===== config.mk =====
export PLATFORM = sky130hd
export DESIGN_NAME = fifo_rst_resp_tmr
export DESIGN_NICKNAME = d
export VERILOG_FILES = /design/src/rtl/fifo_rst_pkg.sv /design/src/rtl/tmr_vote_reg.sv /design/src/rtl/fifo_rst_resp_tmr.sv
export SDC_FILE = /design/constraint.sdc
export NUM_CORES = 1
export LEC_CHECK = 0
export CORE_UTILIZATION = 38
export DETAILED_ROUTE_END_ITERATION = 16
export SLEW_MARGIN = 20
export SYNTH_ARGS = -nofsm -noshare
export SYNTH_HDL_FRONTEND = slang
export SYNTH_HIERARCHICAL = 1
export SYNTH_SLANG_ARGS = --single-unit

===== constraint.sdc =====
create_clock -name CLK -period 3.7 [get_ports CLK]
set_input_delay 0.555 -clock CLK [delete_from_list [all_inputs] [get_ports CLK]]
set_output_delay 0.555 -clock CLK [all_outputs]
set_load 0.005 [all_outputs]

===== src/rtl/fifo_rst_pkg.sv =====
// Shared definitions for the TMR FIFO reset sequencer and its FIFO-side responder:
// state codes, counter width and the bitwise majority vote.
package fifo_rst_pkg;

  localparam int unsigned STATE_W = 3;
  localparam int unsigned CNT_W   = 8;
  localparam int unsigned MAJ_W   = 32;

  typedef enum logic [STATE_W-1:0] {
    ST_IDLE      = 3'd0,
    ST_IN_RST    = 3'd1,
    ST_WAIT_BUSY = 3'd2,
    ST_CHECK     = 3'd3,
    ST_READY     = 3'd4,
    ST_FAULT     = 3'd5
  } state_e;

  // Callers zero-extend to MAJ_W and truncate the result back to their own width.
  function automatic logic [MAJ_W-1:0] maj3(input logic [MAJ_W-1:0] a,
                                            input logic [MAJ_W-1:0] b,
                                            input logic [MAJ_W-1:0] c);
    return (a & b) | (a & c) | (b & c);
  endfunction

endpackage


===== src/rtl/tmr_vote_reg.sv =====
// Triplicated register with asynchronous reset value, majority-voted output
// and a flag raised whenever the three replicas disagree.
module tmr_vote_reg
  import fifo_rst_pkg::*;
#(
  parameter int unsigned   W       = 1,
  parameter logic [W-1:0]  RST_VAL = '0
) (
  input  logic         clk,
  input  logic         rst,
  input  logic [W-1:0] d,
  output logic [W-1:0] q,
  output logic         mism
);

  logic [W-1:0] r0_q, r1_q, r2_q;

  always_ff @(posedge clk or posedge rst) begin
    if (rst) begin
      r0_q <= RST_VAL;
      r1_q <= RST_VAL;
      r2_q <= RST_VAL;
    end else begin
      r0_q <= d;
      r1_q <= d;
      r2_q <= d;
    end
  end

  always_comb begin
    q    = W'(maj3(MAJ_W'(r0_q), MAJ_W'(r1_q), MAJ_W'(r2_q)));
    mism = (r0_q != r1_q) || (r1_q != r2_q);
  end

endmodule


===== src/rtl/fifo_rst_resp_tmr.sv =====
// FIFO-side responder to the TMR reset sequencer: verifies that every FIFO honoured
// the reset, reports READY or ERR, and requests bounded re-sequencing.
module fifo_rst_resp_tmr
  import fifo_rst_pkg::*;
#(
  parameter int unsigned NFIFO     = 4,
  parameter int unsigned MIN_RST   = 3,
  parameter int unsigned TIMEOUT   = 63,
  parameter int unsigned MAX_RETRY = 3
) (
  input  logic             CLK,
  input  logic             RST,
  input  logic             FIFO_RST,
  input  logic             SEQ_DONE,
  input  logic [NFIFO-1:0] FIFO_BUSY,
  input  logic [NFIFO-1:0] FIFO_EMPTY,
  input  logic [NFIFO-1:0] FIFO_FULL,
  output logic             READY,
  output logic             ERR,
  output logic             RESEQ,
  output logic [1:0]       RETRIES,
  output logic             SEU_DET
);

  localparam logic [CNT_W-1:0] MIN_RST_C   = CNT_W'(MIN_RST);
  localparam logic [CNT_W-1:0] TIMEOUT_C   = CNT_W'(TIMEOUT);
  localparam logic [1:0]       MAX_RETRY_C = 2'(MAX_RETRY);

  state_e             state_v, state_d;
  logic [STATE_W-1:0] state_vq;
  logic [CNT_W-1:0]   cnt_v, cnt_d;
  logic [1:0]         retries_v, retries_d;
  logic [2:0]         out_v, out_d;
  logic               seu_v, seu_d;
  logic               reseq_d;
  logic               state_mism, cnt_mism, retries_mism, out_mism, seu_mism;

  assign state_v = state_e'(state_vq);

  always_comb begin
    state_d = state_v;
    cnt_d   = cnt_v;
    if (FIFO_RST && state_v != ST_IN_RST) begin
      state_d = ST_IN_RST;
      cnt_d   = 8'd1;
    end else begin
      case (state_v)
        ST_IDLE: ;
        ST_IN_RST: begin
          if (FIFO_RST) begin
            if (cnt_v != '1) cnt_d = cnt_v + 8'd1;
          end else if (cnt_v >= MIN_RST_C) begin
            state_d = ST_WAIT_BUSY;
            cnt_d   = '0;
          end else begin
            state_d = ST_FAULT;
          end
        end
        ST_WAIT_BUSY: begin
          if (FIFO_BUSY == '0) begin
            state_d = ST_CHECK;
            cnt_d   = '0;
          end else begin
            cnt_d = cnt_v + 8'd1;
            if (cnt_d >= TIMEOUT_C) state_d = ST_FAULT;
          end
        end
        ST_CHECK: begin
          if (SEQ_DONE) begin
            state_d = ((&FIFO_EMPTY) && !(|FIFO_FULL)) ? ST_READY : ST_FAULT;
          end else begin
            cnt_d = cnt_v + 8'd1;
            if (cnt_d >= TIMEOUT_C) state_d = ST_FAULT;
          end
        end
        ST_READY: ;
        ST_FAULT: ;
        default: state_d = ST_FAULT;
      endcase
    end
  end

  // Outputs decode the next state so they line up with the voted state register.
  always_comb begin
    reseq_d   = (state_d == ST_FAULT) && (state_v != ST_FAULT) && (retries_v < MAX_RETRY_C);
    retries_d = retries_v + {1'b0, reseq_d};
    out_d     = {state_d == ST_READY, state_d == ST_FAULT, reseq_d};
    seu_d     = seu_v | state_mism | cnt_mism | retries_mism | out_mism | seu_mism;
  end

  tmr_vote_reg #(.W(STATE_W), .RST_VAL(ST_IDLE)) u_state (
    .clk(CLK), .rst(RST), .d(state_d), .q(state_vq), .mism(state_mism)
  );

  tmr_vote_reg #(.W(CNT_W), .RST_VAL('0)) u_cnt (
    .clk(CLK), .rst(RST), .d(cnt_d), .q(cnt_v), .mism(cnt_mism)
  );

  tmr_vote_reg #(.W(2), .RST_VAL('0)) u_retries (
    .clk(CLK), .rst(RST), .d(retries_d), .q(retries_v), .mism(retries_mism)
  );

  tmr_vote_reg #(.W(3), .RST_VAL('0)) u_out (
    .clk(CLK), .rst(RST), .d(out_d), .q(out_v), .mism(out_mism)
  );

  tmr_vote_reg #(.W(1), .RST_VAL('0)) u_seu (
    .clk(CLK), .rst(RST), .d(seu_d), .q(seu_v), .mism(seu_mism)
  );

  assign READY   = out_v[2];
  assign ERR     = out_v[1];
  assign RESEQ   = out_v[0];
  assign RETRIES = retries_v;
  assign SEU_DET = seu_v;

endmodule

==> reports/qor.yml, run 1 <==
synthesis:
  synth_ff_type: "dfrtp_1"
  syn-cell-area_mm2: 0.001241
  ys_seq_area_frac: 0.3427
  synthArstFlopShare: 1.000
  ys_ff_latch: 17
  synthesis.nets: 172
  synth.yosys.warnings: 6
  synth_area_per_cell_um2: 8.112
  synth_cells: 153
  synth-edff-count: 0
  synth_cell_types: 48
power_and_ir_drop:
  intPower_mw: 0.4834
  netSwitchingFraction: 0.4112
  p_comb_frac: 0.519
  p_leak_nw: 0.6406
  power.switching_mw: 0.3376
  ir_drop_mv: 0.2406
  clockPowerShare: 0.128
  power_density_mw_per_mm2: 562.8
  p_seq_frac: 0.354
critical_path:
  crit_chain: "clkdlybuf4s50_1, or4_1, o311ai_1, o221ai_1, or3_4, nor3b_1, ha_1, xor2_1"
  crit_buf_inv: 1
  cp-start-kind: "primary input"
  worstPathArrival_ns: 2.83
  crit_path_end_kind: "flop"
  max_stage_delay_ns: 0.51
  cp.depth: 8
  cp_max_fo: 4
  cp_top_family: "simple AND/OR/NAND/NOR gates"
  cpMaxStageDelayCell: "or4_1"
  worstRegToRegCells: 8
  required_ns: 3.89
  setup.worst_path.class: "in2reg"
routing:
  totalWireLength_mm: 2.717
  postRouteAntennaNets: 0
  vias: 1153
  dr.pass1.iters: 4
  drt_iter0_drc: 61
  vias_per_cell: 5.490
  post_drt_wl_per_cell_um: 12.94
  drc_errors: 0
cells_and_area:
  fillCellCount: 312
  layout_common_cells: "clkdlybuf4s50_1 (21), dfrtp_1 (17), nand2_1 (12), a21oi_1 (11), nor2_1 (11)"
  layout-drive-gt1-share: 0.07229
  areaGrowthSynthToFinish_pct: 17.54
  post-route-util: 0.4740
  final_common_cell: "clkdlybuf4s50_1"
  nets: 186
  stdcell_count: 210
  antenna_cells: 0
floorplan:
  coreArea_mm2: 0.003078
  initial_core_util: 0.4033
  die_area_mm2: 0.003499
  die_w_um: 59.15
  row_count: 20
  die_h_um: 59.15
  ios: 22
sta:
  final_hold_viol_count: 0
  worstMarginPinSlew_ns: 0.7381
  min_period_over_period: 0.7148
  relSlewSlack: 0.5064
  layout_setup_ws_ns: 1.055
  holdWs_ns: 0.4635
  clock_skew_ns: 0.01135
  tns_ns: 0
  setup-violations-final: 0
  rsz0062_at_grt: "false"
  drv_slew: 0
  fmax_mhz: 378.1
  period_minus_slack_ns: 2.645
clock_tree:
  cts_tree: "built"
  clock_sinks: 17
  numCtsBuffers: 3
  ctsHoldBuffers: 0
  clk_pin_slew_ns: 0.10
  cts.path.max_buffers: 2
  clock_latency_ns: 0.30
  cts_resized: 0
  post_cts_buffers: 0
  clockRootBuffer: "clkbuf_4"
  h-tree-depth: 1
grt:
  grt_max_degree: 13
  grt.total_usage: 0.1804
  antenna_found_initial: 0
  grt_pass1_wl_mm: 4.795
  grt-ovfl-total: 0
  first_global_vias: 1072
flow_run:
  max-cap-violations: 0
placement:
  place_inst: 206
  hpwl_mm: 2.135
  preCtsSetupSlack_ns: 0.7364
  port_buffers: 21
  gp_congestion: 0.8848
run_status:
  outcome: "complete, no violations"
hold_path:
  min_path_type: "reg2reg"
  min_path_cells: 2
## Yosys cell counts, drive strengths merged (2+ instances only)
library cell,number,area [µm²]
dfrtp,17,425.4
nand2,12,45.04
a21oi,11,55.05
nor2,11,41.29
inv,10,37.54
buf,9,71.32
o21ai,8,40.04
nand3,6,30.03
a31oi,5,31.28
clkbuf,5,18.77
conb,5,18.77
a311oi,3,26.28
and3,3,18.77
ha,3,37.54
nand2b,3,21.27
nor2b,3,21.27
nor3,3,15.01
or3,3,23.77
a211oi,2,15.01
a31o,2,17.52
nor3b,2,15.01
nor4,2,12.51
o21a,2,15.01
o21bai,2,15.01
or4,2,15.01
xor2,2,17.52
## power groups by stage
stage / clock [mW] / combinational [mW] / sequential (mW)
finish: 0.105 / 0.426 / 0.290
global route: 0.116 / 0.483 / 0.299
CTS: 0.106 / 0.430 / 0.290
detailed placement: 0 / 0.429 / 0.294
global placement: 0 / 0.422 / 0.292
floorplan: 0 / 0.335 / 0.263
## cell families (layout without fill, tap and decap cells)
kind of cell	count (synthesis)	after routing	synth area share
AO/OA/AOI/OAI	47	47	0.2530
other	5	5	0.01512
flip-flops	17	17	0.3427
AND/OR/NAND/NOR	55	55	0.2419
buffers and inverters	24	37	0.1028
XOR/XNOR	2	2	0.01412
adder cells (fa/ha/maj)	3	3	0.03025
## metal layers
| layer | up-vias | share of wire | GRT usage |
|---|---|---|---|
| met5 | - | 0 | 0 |
| met4 | 0 | 0.025 | 0.09864 |
| met3 | 8 | 0.065 | 0.03057 |
| met2 | 53 | 0.44 | 0.2695 |
| met1 | 525 | 0.47 | 0.2476 |
| li1 | 567 | - | - |
## registers in the layout, indices dropped and copies added (netlist names)
| register | cells |
|---|---|
| u_cnt/r2_q | 8 |
| u_out/r2_q | 3 |
| u_state/r2_q | 3 |
| u_retries/r2_q | 2 |
| u_seu/r2_q | 1 |
## metrics by stage
step	cell area, µm²	power (mW)
after floorplan	1241	0.5981
after global placement	1431	0.7145
after detailed placement	1431	0.7223
after CTS	1459	0.8255
after global routing	1459	0.8983
final	1459	0.8211
## layout make-up
class	instances	area (µm²)	area share
clock buffers	3	22.52	0.01544
clock inverters	1	5.005	0.003431
inverters	10	37.54	0.02573
multi-input cells	112	688.2	0.4717
flip-flops and latches	17	425.4	0.2916
well taps	44	55.05	0.03774
repair buffers	23	225.2	0.1544
## worst reg2reg max path, cell delays in order, from the launching register on
cell     delay [ns]
dfrtp_1        0.41
ha_1           0.27
nand3_1        0.24
o21ai_0        0.39
a21oi_1        0.12
or3_4          0.39
nor3b_1        0.16
ha_1           0.20
xor2_1         0.14
## path summary, 6_finish.rpt
| path | endpoint | start | slack [ns] |
|---|---|---|---|
| worst max-delay path | u_retries/r2_q[1] | FIFO_FULL[1] | 1.06 |
| worst min-delay path | u_seu/r2_q | u_seu/r2_q | 0.46 |
| worst max register to register | u_retries/r2_q[1] | u_cnt/r2_q[1] | 1.26 |
| worst min register to register | u_seu/r2_q | u_seu/r2_q | 0.46 |
| max in group asynchronous | u_cnt/r2_q[6] | RST | 2.82 |
| min in group asynchronous | u_seu/r2_q | RST | 0.52 |
No activity file was read; power rests on OpenSTA's default activity.
==> run 2: changes to the inputs <==
==> constraint.sdc (replaced) <==
create_clock -name CLK -period 2.4 [get_ports CLK]
set_input_delay 0.36 -clock CLK [delete_from_list [all_inputs] [get_ports CLK]]
set_output_delay 0.36 -clock CLK [all_outputs]
set_load 0.005 [all_outputs]
==> run 2 against run 1 <==
  * Worst setup slack worse by 1.0 ns
  * Clock power increased by 50%
  * Worst hold slack worse by 0.15 ns
  * Via count rose by 1.0%
  * Sequential power rose by 49%
  * Clock skew fell by 0.0022 ns
  * Cell area is 6.5% higher
  * Largest cell class unchanged
==> reports/qor.yml, run 2 (synthesized netlist as in run 1, its figures left out) <==
sta:
  fmax_mhz: 427.3
  clock_skew_ns: 0.009122  # -0.002224 ns
  drv_slew: 0  # unchanged
  rsz0062_at_grt: "true"
  min_period_over_period: 0.9752
  final_hold_viol_count: 0  # unchanged
  period_minus_slack_ns: 2.341
  setup-violations-final: 0  # unchanged
critical_path:
  cp-start-kind: "primary input"
  worstPathArrival_ns: 2.52  # -0.31 ns
  required_ns: 2.58  # -1.31 ns
  crit_path_end_kind: "flop"
  cp_max_fo: 2  # -2
  setup.worst_path.class: "in2reg"
clock_tree:
  post_cts_buffers: 0  # unchanged
  ctsHoldBuffers: 0  # unchanged
  cts.path.max_buffers: 2  # unchanged
  clock_sinks: 17  # unchanged
  cts_tree: "built"
  numCtsBuffers: 3  # unchanged
  clock_latency_ns: 0.29  # about the same
  h-tree-depth: 1  # unchanged
  clk_pin_slew_ns: 0.10  # about the same
  clockRootBuffer: "clkbuf_4"
floorplan:
  coreArea_mm2: 0.003078  # unchanged
  ios: 22  # unchanged
  initial_core_util: 0.4033  # unchanged
  die_w_um: 59.15  # unchanged
  die_area_mm2: 0.003499  # unchanged
  die_h_um: 59.15  # unchanged
  row_count: 20  # unchanged
routing:
  postRouteAntennaNets: 0  # unchanged
  dr.pass1.iters: 4  # unchanged
  met3_length_um: 147  # -17%
  routed-wl-met2_mm: 1.323  # +9.8%
  drt_iter0_drc: 22  # -64%
  met1Wirelength_mm: 1.282  # +1.3%
  vias_per_cell: 5.295  # -3.6%
  drc_errors: 0  # unchanged
  highest_layer: "met4"
  vias: 1165  # +1.0%
  totalWireLength_mm: 2.781  # +2.4%
  post_drt_wl_per_cell_um: 12.64  # -2.3%
cells_and_area:
  design_area_mm2: 0.001554  # +6.5%
  regMostFlops: "u_cnt/r2_q"
  reg.largest.list: "u_cnt/r2_q (8), u_out/r2_q (3), u_state/r2_q (3)"
  layout_common_cells: "clkdlybuf4s50_1 (21), dfrtp_1 (17), nand2_1 (12), buf_4 (12)"
  largest_register_ffs: 8  # unchanged
  layout-drive-gt1-share: 0.1420  # +0.06976
  antenna_cells: 0  # unchanged
  areaGrowthSynthToFinish_pct: 25.20
  post-route-util: 0.5049  # +0.03089
  final_common_cell: "clkdlybuf4s50_1"
  stdcell_count: 220  # +4.8%
  nets: 196  # +5.4%
grt:
  antenna_found_initial: 0  # unchanged
  grt_max_degree: 13  # unchanged
  first_global_vias: 1071  # -0.093%
  grt_pass1_wl_mm: 4.830  # +0.73%
  grt-ovfl-total: 0  # unchanged
  grt.total_usage: 0.1830  # +0.002645
flow_run:
  max-cap-violations: 0  # unchanged
placement:
  place_inst: 216  # +4.9%
  hpwl_mm: 2.252  # +5.5%
  port_buffers: 21  # unchanged
  placed_cell_area_mm2: 0.001506  # +5.2%
  gp_congestion: 0.8353  # -5.6%
power_and_ir_drop:
  p_leak_nw: 0.6909  # +7.8%
  ir_drop_mv: 0.3196  # +33%
  power_density_mw_per_mm2: 880.9  # +57%
run_status:
  outcome: "complete, no violations"
hold_path:
  min_path_type: "in2async"
## run 2: cell count changes in the layout (fill, tap and decap cells not counted), sizes merged
cell and delta:
buf +10
## run 2: final timing paths
| kind | slack [ns] | from | cells past startpoint | to |
|---|---|---|---|---|
| min reg2reg | 0.46 | u_seu/r2_q | 2 | u_seu/r2_q |
| max | 0.06 | FIFO_FULL[1] | 8 | u_retries/r2_q[1] |
| max reg2reg | 0.13 | u_cnt/r2_q[1] | 8 | u_retries/r2_q[1] |
| min | 0.31 | RST | 2 | u_seu/r2_q |
| min in group CLK | 0.46 | u_seu/r2_q | 2 | u_seu/r2_q |
| max in group asynchronous | 1.72 | RST | 2 | u_cnt/r2_q[6] |
## run 2: where the power goes
part | leakage [nW] | internal [mW] | total, mW | switching [mW]
Clock | 0.0177 | 0.0619 | 0.158 | 0.0956
Sequential | 0.221 | 0.356 | 0.432 | 0.0755
Combinational | 0.452 | 0.398 | 0.780 | 0.382
## run 2: layout make-up
class	instances	area, µm²
timing repair buffer	33	300.3
fill	305	1524
inverter	10	37.54
clock inverter	1	5.005
tap	44	55.05
clock buffer	3	22.52
sequential	17	425.4
multi-input combinational	112	708.2
## run 2: timing repair
item,4_1_cts,5_1_grt
setup endpoints to repair,1,3
cloned,0,0
resized for setup,0,3
pin swaps,1,1
## run 2: stage by stage
stage          power (mW)  setup WS [ns]  hold WS, ns  setup TNS [ns]
6_report            1.369        0.05949       0.3113               0
5_1_grt             1.476       -0.02404       0.3353        -0.02404
4_1_cts             1.351        0.01754       0.3042               0
3_5_place_dp        1.194        -0.3466       0.4461         -0.8103
3_3_place_gp        1.180        -0.2934       0.4432         -0.6366
2_1_floorplan      0.9221         0.1370      0.08871               0
## run 2: metal layers
| metal | GRT usage | up-vias |
|---|---|---|
| met3 | 0.01965 | 4 |
| met2 | 0.3019 | 42 |
| li1 | - | 585 |
| met4 | 0.06463 | 0 |
| met5 | 0 | - |
| met1 | 0.2480 | 534 |
## run 2: critical path: stages
cell	delay (ns)
clkdlybuf4s50_1	0.39
or4_1	0.53
o311ai_2	0.22
o221ai_1	0.15
or3_4	0.38
nor3b_2	0.17
ha_1	0.19
xor2_1	0.14
